[src/rtl/req_responder_pkg.sv]
// Shared definitions for the request responder: default sizes and the
// service state encoding.
package req_responder_pkg;

  localparam int DEF_NUM_CH = 4;
  localparam int DEF_CNT_W  = 3;
  localparam int DEF_LAT_W  = 4;

  typedef enum logic [1:0] {
    ST_IDLE = 2'd0,
    ST_BUSY = 2'd1,
    ST_ACK  = 2'd2,
    ST_HOLD = 2'd3
  } state_e;

endpackage

[src/rtl/req_responder_if.sv]
// Request/acknowledge bus between a requester (master) and the responder
// (slave).
//
// Handshake: in single-shot mode (is_ss=1) every cycle with req=1 is one
// request on channel req_sel, and the responder answers each one with a
// single-cycle ack tagged by ack_sel. In level mode (is_ss=0) req is a level:
// the responder raises ack after its busy latency and keeps it high until it
// samples req low, then drops ack on the following cycle (four-phase).
interface req_responder_if
  import req_responder_pkg::*;
#(
  parameter int NUM_CH = DEF_NUM_CH,
  parameter int LAT_W  = DEF_LAT_W
) ();
  localparam int SEL_W = $clog2(NUM_CH);

  logic              req;
  logic [SEL_W-1:0]  req_sel;
  logic              is_ss;
  logic [LAT_W-1:0]  latency;
  logic              ack;
  logic [SEL_W-1:0]  ack_sel;
  logic              busy;
  logic [NUM_CH-1:0] pending;
  logic              overflow;

  modport master (
    output req, req_sel, is_ss, latency,
    input  ack, ack_sel, busy, pending, overflow
  );

  modport slave (
    input  req, req_sel, is_ss, latency,
    output ack, ack_sel, busy, pending, overflow
  );
endinterface

[src/rtl/req_responder_rr_picker.sv]
// Combinational round-robin picker: returns the first set bit of mask_i
// searching upward from last_i+1 with wrap-around.
module rr_picker
  import req_responder_pkg::*;
#(
  parameter int NUM_CH = DEF_NUM_CH,
  parameter int SEL_W  = $clog2(NUM_CH)
) (
  input  logic [NUM_CH-1:0] mask_i,
  input  logic [SEL_W-1:0]  last_i,
  output logic              valid_o,
  output logic [SEL_W-1:0]  ch_o
);

  logic [SEL_W-1:0] idx;

  // Walk the channels after last_i in order; the first pending one wins.
  always_comb begin
    valid_o = 1'b0;
    ch_o    = '0;
    idx     = '0;
    for (int k = 1; k <= NUM_CH; k++) begin
      idx = SEL_W'((int'(last_i) + k) % NUM_CH);
      if (!valid_o && mask_i[idx]) begin
        valid_o = 1'b1;
        ch_o    = idx;
      end
    end
  end

endmodule

[src/rtl/req_responder.sv]
// Request responder: counts single-shot request pulses per channel, services
// them round-robin one at a time with a programmable busy latency, and also
// supports a four-phase level handshake.
module req_responder
  import req_responder_pkg::*;
#(
  parameter int NUM_CH = DEF_NUM_CH,
  parameter int CNT_W  = DEF_CNT_W,
  parameter int LAT_W  = DEF_LAT_W
) (
  input  logic               clk,
  input  logic               rst_n,
  req_responder_if.slave     bus,
  output state_e             dbg_state_o
);

  localparam int              SEL_W   = $clog2(NUM_CH);
  localparam logic [CNT_W-1:0] CNT_MAX = '1;
  localparam logic [CNT_W-1:0] CNT_ONE = CNT_W'(1);
  localparam logic [LAT_W-1:0] LAT_ONE = LAT_W'(1);

  state_e             state_q, state_d;
  logic [CNT_W-1:0]   cnt_q [NUM_CH];
  logic [CNT_W-1:0]   cnt_d [NUM_CH];
  logic [SEL_W-1:0]   rr_last_q, rr_last_d;
  logic [LAT_W-1:0]   timer_q, timer_d;
  logic               mode_ss_q, mode_ss_d;
  logic               ack_q, ack_d;
  logic [SEL_W-1:0]   ack_sel_q, ack_sel_d;
  logic               ovf_q, ovf_d;

  logic [NUM_CH-1:0]  pend;
  logic               pick_valid;
  logic [SEL_W-1:0]   pick_ch;
  logic               grant_ss;

  // A channel is pending whenever its pulse counter is nonzero.
  always_comb begin
    pend = '0;
    for (int i = 0; i < NUM_CH; i++) begin
      pend[i] = (cnt_q[i] != '0);
    end
  end

  rr_picker #(
    .NUM_CH (NUM_CH),
    .SEL_W  (SEL_W)
  ) u_picker (
    .mask_i  (pend),
    .last_i  (rr_last_q),
    .valid_o (pick_valid),
    .ch_o    (pick_ch)
  );

  // Service FSM next state: grant in IDLE, count down latency, then ack.
  always_comb begin
    state_d   = state_q;
    timer_d   = timer_q;
    mode_ss_d = mode_ss_q;
    ack_sel_d = ack_sel_q;
    rr_last_d = rr_last_q;
    grant_ss  = 1'b0;
    case (state_q)
      ST_IDLE: begin
        if (bus.is_ss) begin
          if (pick_valid) begin
            grant_ss  = 1'b1;
            ack_sel_d = pick_ch;
            rr_last_d = pick_ch;
            timer_d   = bus.latency;
            mode_ss_d = 1'b1;
            state_d   = ST_BUSY;
          end
        end else if (bus.req) begin
          ack_sel_d = bus.req_sel;
          timer_d   = bus.latency;
          mode_ss_d = 1'b0;
          state_d   = ST_BUSY;
        end
      end
      ST_BUSY: begin
        if (timer_q != '0) begin
          timer_d = timer_q - LAT_ONE;
        end else begin
          state_d = mode_ss_q ? ST_ACK : ST_HOLD;
        end
      end
      ST_ACK: begin
        state_d = ST_IDLE;
      end
      ST_HOLD: begin
        if (!bus.req) begin
          state_d = ST_IDLE;
        end
      end
      default: begin
        state_d = ST_IDLE;
      end
    endcase
    // ack is registered so it lines up exactly with ACK/HOLD occupancy.
    ack_d = (state_d == ST_ACK) || (state_d == ST_HOLD);
  end

  // Pending counters: decrement on grant, then add the incoming pulse; the
  // saturation test uses the net value so a same-cycle grant makes room.
  always_comb begin
    ovf_d = ovf_q;
    for (int i = 0; i < NUM_CH; i++) begin
      cnt_d[i] = cnt_q[i];
      if (grant_ss && (pick_ch == SEL_W'(i))) begin
        cnt_d[i] = cnt_d[i] - CNT_ONE;
      end
      if (bus.is_ss && bus.req && (bus.req_sel == SEL_W'(i))) begin
        if (cnt_d[i] == CNT_MAX) begin
          ovf_d = 1'b1;
        end else begin
          cnt_d[i] = cnt_d[i] + CNT_ONE;
        end
      end
    end
  end

  // State and output registers; reset drops any transaction in flight.
  always_ff @(posedge clk) begin
    if (!rst_n) begin
      state_q   <= ST_IDLE;
      timer_q   <= '0;
      mode_ss_q <= 1'b0;
      ack_q     <= 1'b0;
      ack_sel_q <= '0;
      ovf_q     <= 1'b0;
      rr_last_q <= SEL_W'(NUM_CH - 1);
      for (int i = 0; i < NUM_CH; i++) begin
        cnt_q[i] <= '0;
      end
    end else begin
      state_q   <= state_d;
      timer_q   <= timer_d;
      mode_ss_q <= mode_ss_d;
      ack_q     <= ack_d;
      ack_sel_q <= ack_sel_d;
      ovf_q     <= ovf_d;
      rr_last_q <= rr_last_d;
      for (int i = 0; i < NUM_CH; i++) begin
        cnt_q[i] <= cnt_d[i];
      end
    end
  end

  assign bus.ack      = ack_q;
  assign bus.ack_sel  = ack_sel_q;
  assign bus.busy     = (state_q != ST_IDLE);
  assign bus.pending  = pend;
  assign bus.overflow = ovf_q;
  assign dbg_state_o  = state_q;

endmodule

[src/flat_wrapper.sv]
// flat-port wrapper written by rule: the top's interface ports become plain ports
module req_responder_flat import req_responder_pkg::*;
#(
  parameter int NUM_CH = DEF_NUM_CH,
  parameter int CNT_W  = DEF_CNT_W,
  parameter int LAT_W  = DEF_LAT_W
)
  (clk, rst_n, dbg_state_o, bus_req, bus_req_sel, bus_is_ss, bus_latency, bus_ack, bus_ack_sel, bus_busy, bus_pending, bus_overflow);
  req_responder_if #(.NUM_CH(NUM_CH), .LAT_W(LAT_W)) bus_i ();
  input  logic clk;
  input  logic rst_n;
  output state_e dbg_state_o;
  input wire logic [$bits(bus_i.req)-1:0] bus_req;
  input wire logic [$bits(bus_i.req_sel)-1:0] bus_req_sel;
  input wire logic [$bits(bus_i.is_ss)-1:0] bus_is_ss;
  input wire logic [$bits(bus_i.latency)-1:0] bus_latency;
  output wire logic [$bits(bus_i.ack)-1:0] bus_ack;
  output wire logic [$bits(bus_i.ack_sel)-1:0] bus_ack_sel;
  output wire logic [$bits(bus_i.busy)-1:0] bus_busy;
  output wire logic [$bits(bus_i.pending)-1:0] bus_pending;
  output wire logic [$bits(bus_i.overflow)-1:0] bus_overflow;
  assign bus_i.req = bus_req;
  assign bus_i.req_sel = bus_req_sel;
  assign bus_i.is_ss = bus_is_ss;
  assign bus_i.latency = bus_latency;
  assign bus_ack = bus_i.ack;
  assign bus_ack_sel = bus_i.ack_sel;
  assign bus_busy = bus_i.busy;
  assign bus_pending = bus_i.pending;
  assign bus_overflow = bus_i.overflow;
  req_responder #(.NUM_CH(NUM_CH), .CNT_W(CNT_W), .LAT_W(LAT_W)) u_core (.clk(clk), .rst_n(rst_n), .bus(bus_i), .dbg_state_o(dbg_state_o));
endmodule
[config.mk]
export PLATFORM = sky130hd
export DESIGN_NAME = req_responder_flat
export DESIGN_NICKNAME = d
export VERILOG_FILES = /design/src/rtl/req_responder_pkg.sv /design/src/rtl/req_responder_if.sv /design/src/rtl/req_responder_rr_picker.sv /design/src/rtl/req_responder.sv /design/src/flat_wrapper.sv
export SDC_FILE = /design/constraint.sdc
export NUM_CORES = 1
export LEC_CHECK = 0
export BUFFER_PORTS_ARGS = -buffer_cell sky130_fd_sc_hd__buf_2
export CAP_MARGIN = 20
export CORE_MARGIN = 8
export CORE_UTILIZATION = 50
export DETAILED_ROUTE_END_ITERATION = 10
export GPL_TIMING_DRIVEN = 1
export PLACE_DENSITY_LB_ADDON = 0.3
export SLEW_MARGIN = 10
export SYNTH_ARGS = -nofsm -noshare
export SYNTH_HDL_FRONTEND = slang
export SYNTH_SLANG_ARGS = --single-unit
[constraint.sdc]
create_clock -name clk -period 3.4 [get_ports clk]
set_clock_uncertainty 0.05 [all_clocks]
set_input_delay 0.17 -clock clk [delete_from_list [all_inputs] [get_ports clk]]
set_output_delay 0.17 -clock clk [all_outputs]
set_load 0.01 [all_outputs]
==> impl_metrics.toml, run 1 <==
[status]
status = "finished clean"

[synthesis]
ys.flop_type = "dfxtp_1"
yosysMostFrequentCell = "dfxtp_1"
seq_area_frac_synth = 0.263
avgSynthCellArea_um2 = 8.81
syn-num-nets = 230
synth-seq-cells = 24
ys_warn_count = 0
synth_top_area_share = 0.263
syn_inst = 207
synth_area_leaders = "dfxtp_1, ha_1, xnor2_1, mux2i_1, nand2_1"
synth_area_leader_cell = "dfxtp_1"
ys_types = 57
synth-edff-count = 0
ys_async_sr_fraction = 0
syn_area_um2 = 1820
synth_top_cells_by_count = "dfxtp_1, nand2_1, inv_1"

[clocking]
postCtsSetupBuffers = 0
cts-root-buf = "clkbuf_4"
cts.sinks = 24
insertion_delay_ns = 0.33
htreeDepth = 1
cts_made_buffers = 3
clock_path_buffers = 2
cts_resized = 0
clk_pin_slew_worst_paths_ns = 0.14
hold_buffers = 0
tritoncts = "yes"

[sta]
slew_headroom = 0.681
rsz0062_at_grt = "false"
worstMarginPinSlew_ns = 0.478
hold_viol_final = 0
period_needed_ns = 3.06
setup_viol = 0
fin_tns_setup_ns = 0
drv_slew = 0
clock.fmax_mhz = 326
finalCritPeriodShare = 0.901

[routing]
routed_wl_um = 3510
dr_total_vias = 1432
drc = 0
viasPerCell = 5.25
drt_pass1_iterations = 4
wire_per_inst_um = 12.9
drtIter0Drc = 80
ant_nets = 0

[min_path]
min_to = "u_core.timer_q[0]"
hold-path-cell-count = 3
hold_path.class = "input port to flop"
holdCritStartpoint = "bus_latency[0]"

[setup_path]
startpoint_type = "flop"
r2r_slack_ns = 0.34
r2r-end = "u_core.cnt_q[0][6]"
path_class = "flop to flop"
crit_required_ns = 3.59
crit_arrival_ns = 3.26
cp-end-kind = "flop"
r2r-start = "u_core.cnt_q[0][3]"
critPathMaxFanout = 6
ff2ff_path_depth = 14

[grt]
grt_first_pass_wirelength_um = 6460
antenna_found_initial = 0
grt_max_degree = 26
first_global_vias = 1415
overflow = 0
grt.total_usage = 0.129

[placed_design]
port_buffers = 20
hpwl_um = 2670
gp_congestion = 0.806

[floorplan]
initial_core_util = 0.510
die-area_um2 = 5840
fp-row-count = 22
fp.dieH_um = 76.4
core-area_um2 = 3580
die_w_um = 76.4
ios = 21

[finish]
nets = 249
diodes = 0
area_growth_pct = 9.40
layout-drive-gt1-share = 0.236

[run]
max_cap_viol_count = 0

[power_and_ir_drop]
ir_drop_v = 0.000319
leakage_nw = 0.831
cellPowerDensity_nw_per_um2 = 1110
power_mw = 2.22
kinds of logic (layout without fill, tap and decap cells):
group           Yosys count  count (layout)  synth area share
fa+ha+maj                13              13            0.0892
compound gates           47              47             0.231
simple gates             78              78             0.243
xor+xnor                 12              12            0.0617
buf+inv                  24              42            0.0604
flops                    24              24             0.263
mux                       9               9            0.0508
placed cells by master, fill, tap and decap left out, types with 3 or more instances in the layout:
| cell | n |
|---|---|
| nor2b_1 | 8 |
| a22oi_1 | 3 |
| xnor2_1 | 9 |
| o211a_1 | 3 |
| dfxtp_1 | 24 |
| nor2_1 | 14 |
| buf_2 | 20 |
| clkbuf_4 | 3 |
| nand3_1 | 11 |
| nand2b_1 | 4 |
| nand2_1 | 17 |
| inv_1 | 15 |
| a21boi_1 | 5 |
| o21ai_0 | 6 |
| nand4_1 | 4 |
| a21boi_0 | 3 |
| a21oi_1 | 5 |
| mux2i_1 | 7 |
| ha_1 | 13 |
critical path, cell delays in order, from the launching register on:
cell and delay (ns):
dfxtp_1 0.35, inv_1 0.07, ha_1 0.15, nor2b_2 0.24, clkinv_2 0.19, a221oi_4 0.34
nand2_2 0.19, nor2_2 0.17, mux2i_1 0.25, ha_1 0.28, nand4_1 0.10, mux2_2 0.29
nand2_1 0.09, xnor2_1 0.06, and2_1 0.15
power by group:
part	switching (mW)	internal (mW)
combinational	0.917	0.655
sequential	0.0674	0.369
clock	0.0953	0.119
total	1.08	1.14
worst max path at each step:
stage,from,end,cells past startpoint,slack [ns]
floorplan,u_core.cnt_q[0][9],u_core.cnt_q[0][9],15,0.64
global placement,u_core.cnt_q[0][3],u_core.cnt_q[0][6],14,0.34
detailed placement,u_core.cnt_q[0][3],u_core.cnt_q[0][6],14,0.34
CTS,u_core.cnt_q[0][3],u_core.cnt_q[0][6],14,0.31
global route,u_core.cnt_q[0][9],u_core.cnt_q[0][3],14,0.02
finish,u_core.cnt_q[0][3],u_core.cnt_q[0][6],14,0.34
layer usage:
| metal | GRT usage | wire length [um] | vias to the layer above |
|---|---|---|---|
| li1 | - | - | 761 |
| met4 | 0.0481 | 50 | 0 |
| met5 | 0 | 0 | - |
| met1 | 0.166 | 1730 | 652 |
| met3 | 0.0236 | 101 | 5 |
| met2 | 0.207 | 1640 | 14 |
stage by stage:
stage / area [um2] / utilization / std cells / setup slack (ns) / hold slack [ns]
4_1_cts: 2000 / 0.558 / 273 / 0.313 / 0.0354
6_report: 2000 / 0.558 / 273 / 0.336 / 0.0346
3_3_place_gp: 1940 / 0.543 / 269 / 0.344 / 0.398
2_1_floorplan: 1820 / - / 207 / 0.640 / 0.253
3_5_place_dp: 1940 / 0.543 / 269 / 0.342 / 0.403
5_1_grt: 2000 / 0.558 / 273 / 0.0153 / 0.0200
layout make-up:
cell class | instances | area, um2
flip-flops and latches | 24 | 480
clock inverters | 1 | 30.0
clock buffers | 3 | 22.5
well taps | 48 | 60.1
multi-input cells | 159 | 1230
fillers | 356 | 1580
repair buffers | 20 | 100
inverters | 18 | 68.8
state kept, by name, summed over array words and instances (netlist names):
name	flops
u_core.cnt_q	12
u_core.timer_q	4
u_core.bus.ack_sel	2
u_core.rr_last_q	2
u_core.bus.ack	1
u_core.bus.overflow	1
u_core.dbg_state_o	1
u_core.mode_ss_q	1
Power figures use the tool's default switching activity.
==> inputs of run 2 (changes only) <==
- ABC_CLOCK_PERIOD_IN_PS: default -> 3400
- BUFFER_PORTS_ARGS: -buffer_cell sky130_fd_sc_hd__buf_2 -> -buffer_cell sky130_fd_sc_hd__buf_4
==> impl_metrics.toml, run 2 (synthesis gave the netlist of run 1 again) <==
[sta]
worstMarginPinSlew_ns = 0.469
setup_slack_ns = 0.284
slew_headroom = 0.686
hold_viol_final = 0
holdWs_ns = 0.0474
fin_tns_setup_ns = 0
drv_slew = 0
clock.fmax_mhz = 321
finalCritPeriodShare = 0.917
period_needed_ns = 3.12
setup_viol = 0
rsz0062_at_grt = "false"

[routing]
dr_total_vias = 1466
highest_layer = "met4"
ant_nets = 0
drtIter0Drc = 67
drc = 0
wl_met3_um = 128
met1_length_um = 1740
wl_met2_um = 1680
routed_wl_um = 3590
viasPerCell = 5.37
drt_pass1_iterations = 4
wire_per_inst_um = 13.2

[status]
status = "finished clean"

[power_and_ir_drop]
clkPwrFrac = 0.093
p_int_mw = 1.18
power_frac_comb = 0.715
p_switching_mw = 1.09
ir_drop_v = 0.000376
leakage_nw = 0.841
seqPwrFrac = 0.192
cellPowerDensity_nw_per_um2 = 1110
p_sw_frac = 0.481

[setup_path]
slowest_stage = "nor4_4"
setup.worst_path.start = "u_core.cnt_q[0][9]"
worstPathBufferInverterCount = 2
critPathTopFamily = "simple AND/OR/NAND/NOR gates"
startpoint_type = "flop"
critPathMaxFanout = 7
r2r-start = "u_core.cnt_q[0][9]"
path_cells = "inv_1 > ha_1 > nor2b_2 > inv_2 > nor4_4 > a211oi_4 > nand2_2 > mux2i_1 > ha_1 > nor2b_1 > nand4_1 > and4b_1 > xnor2_1 > nor2b_1"
crit_required_ns = 3.59
path_class = "flop to flop"
max_stage_delay_ns = 0.46
cp-end-kind = "flop"
crit_arrival_ns = 3.31

[finish]
multi_input_area_um2 = 1230
regArea_um2 = 480
nets = 249
final_cell_mix = "dfxtp_1, buf_4, nand2_1"
design_area_um2 = 2050
largest_reg_flops = 12
final_common_cell = "dfxtp_1"
largest-register = "u_core.cnt_q"
top_regs = "u_core.cnt_q (12), u_core.timer_q (4)"
layout-drive-gt1-share = 0.236
n_fill_cell = 321
area_growth_pct = 12.1
diodes = 0

[floorplan]
initial_core_util = 0.510
fp-row-count = 22
core-area_um2 = 3580
fp.dieH_um = 76.4
die-area_um2 = 5840
die_w_um = 76.4
ios = 21

[grt]
antenna_found_initial = 0
first_global_vias = 1396
grt.total_usage = 0.126
grt_first_pass_wirelength_um = 6290
overflow = 0
grt_max_degree = 26

[clocking]
clock_path_buffers = 2
clk_pin_slew_worst_paths_ns = 0.14
htreeDepth = 1
cts_resized = 0
cts_made_buffers = 3
cts.sinks = 24
tritoncts = "yes"
hold_buffers = 0
cts-root-buf = "clkbuf_4"
postCtsSetupBuffers = 0
insertion_delay_ns = 0.33

[placed_design]
placed_area_um2 = 1990
gp_congestion = 0.823
hpwl_um = 2790
port_buffers = 20
pre_cts_slack_ns = 0.342

[run]
max_cap_viol_count = 0

[min_path]
holdCritStartpoint = "bus_latency[0]"
hold_path.class = "input port to flop"
## run 2: cell count changes in the layout (fill, tap and decap cells not counted)
cell	previous run	this run
buf_2	20	0
buf_4	0	20
## run 2: layer usage
metal / track usage / vias up
met3: 0.0200 / 5
met1: 0.157 / 674
met5: 0 / -
met4: 0.0462 / 0
li1: - / 761
met2: 0.213 / 26
## run 2: area by class of cell
| type | count | share of cell area |
|---|---|---|
| timing repair buffer | 20 | 0.0734 |
| sequential | 24 | 0.235 |
| tap | 48 | 0.0294 |
| clock buffer | 3 | 0.0110 |
| multi-input combinational | 159 | 0.603 |
| clock inverter | 1 | 0.0147 |
| inverter | 18 | 0.0336 |
## run 2: final timing paths
kind,to,slack [ns],cells after the start
worst max-delay path,u_core.cnt_q[0][3],0.28,14
worst min-delay path,u_core.timer_q[0],0.05,3
worst max register to register,u_core.cnt_q[0][3],0.28,14
worst min register to register,u_core.bus.ack,0.46,2
## run 2: power by group through the flow
stage	clock (mW)	combinational, mW	sequential, mW
2_1_floorplan	0	1.32	0.438
3_3_place_gp	0	1.61	0.443
3_5_place_dp	0	1.63	0.442
4_1_cts	0.218	1.64	0.436
5_1_grt	0.226	1.81	0.449
6_report	0.212	1.63	0.437
## run 2: worst min-delay path, stage by stage
cell,delay [ns]
buf_4,0.11
nand3_1,0.06
a21boi_1,0.06
## run 2: through the flow
step                      power (mW)  std cells  utilization
after floorplan                 1.76        207            -
after global placement          2.05        269        0.557
final                           2.27        273        0.572
after CTS                       2.30        273        0.572
after global routing            2.49        273        0.572
after detailed placement        2.07        269        0.557
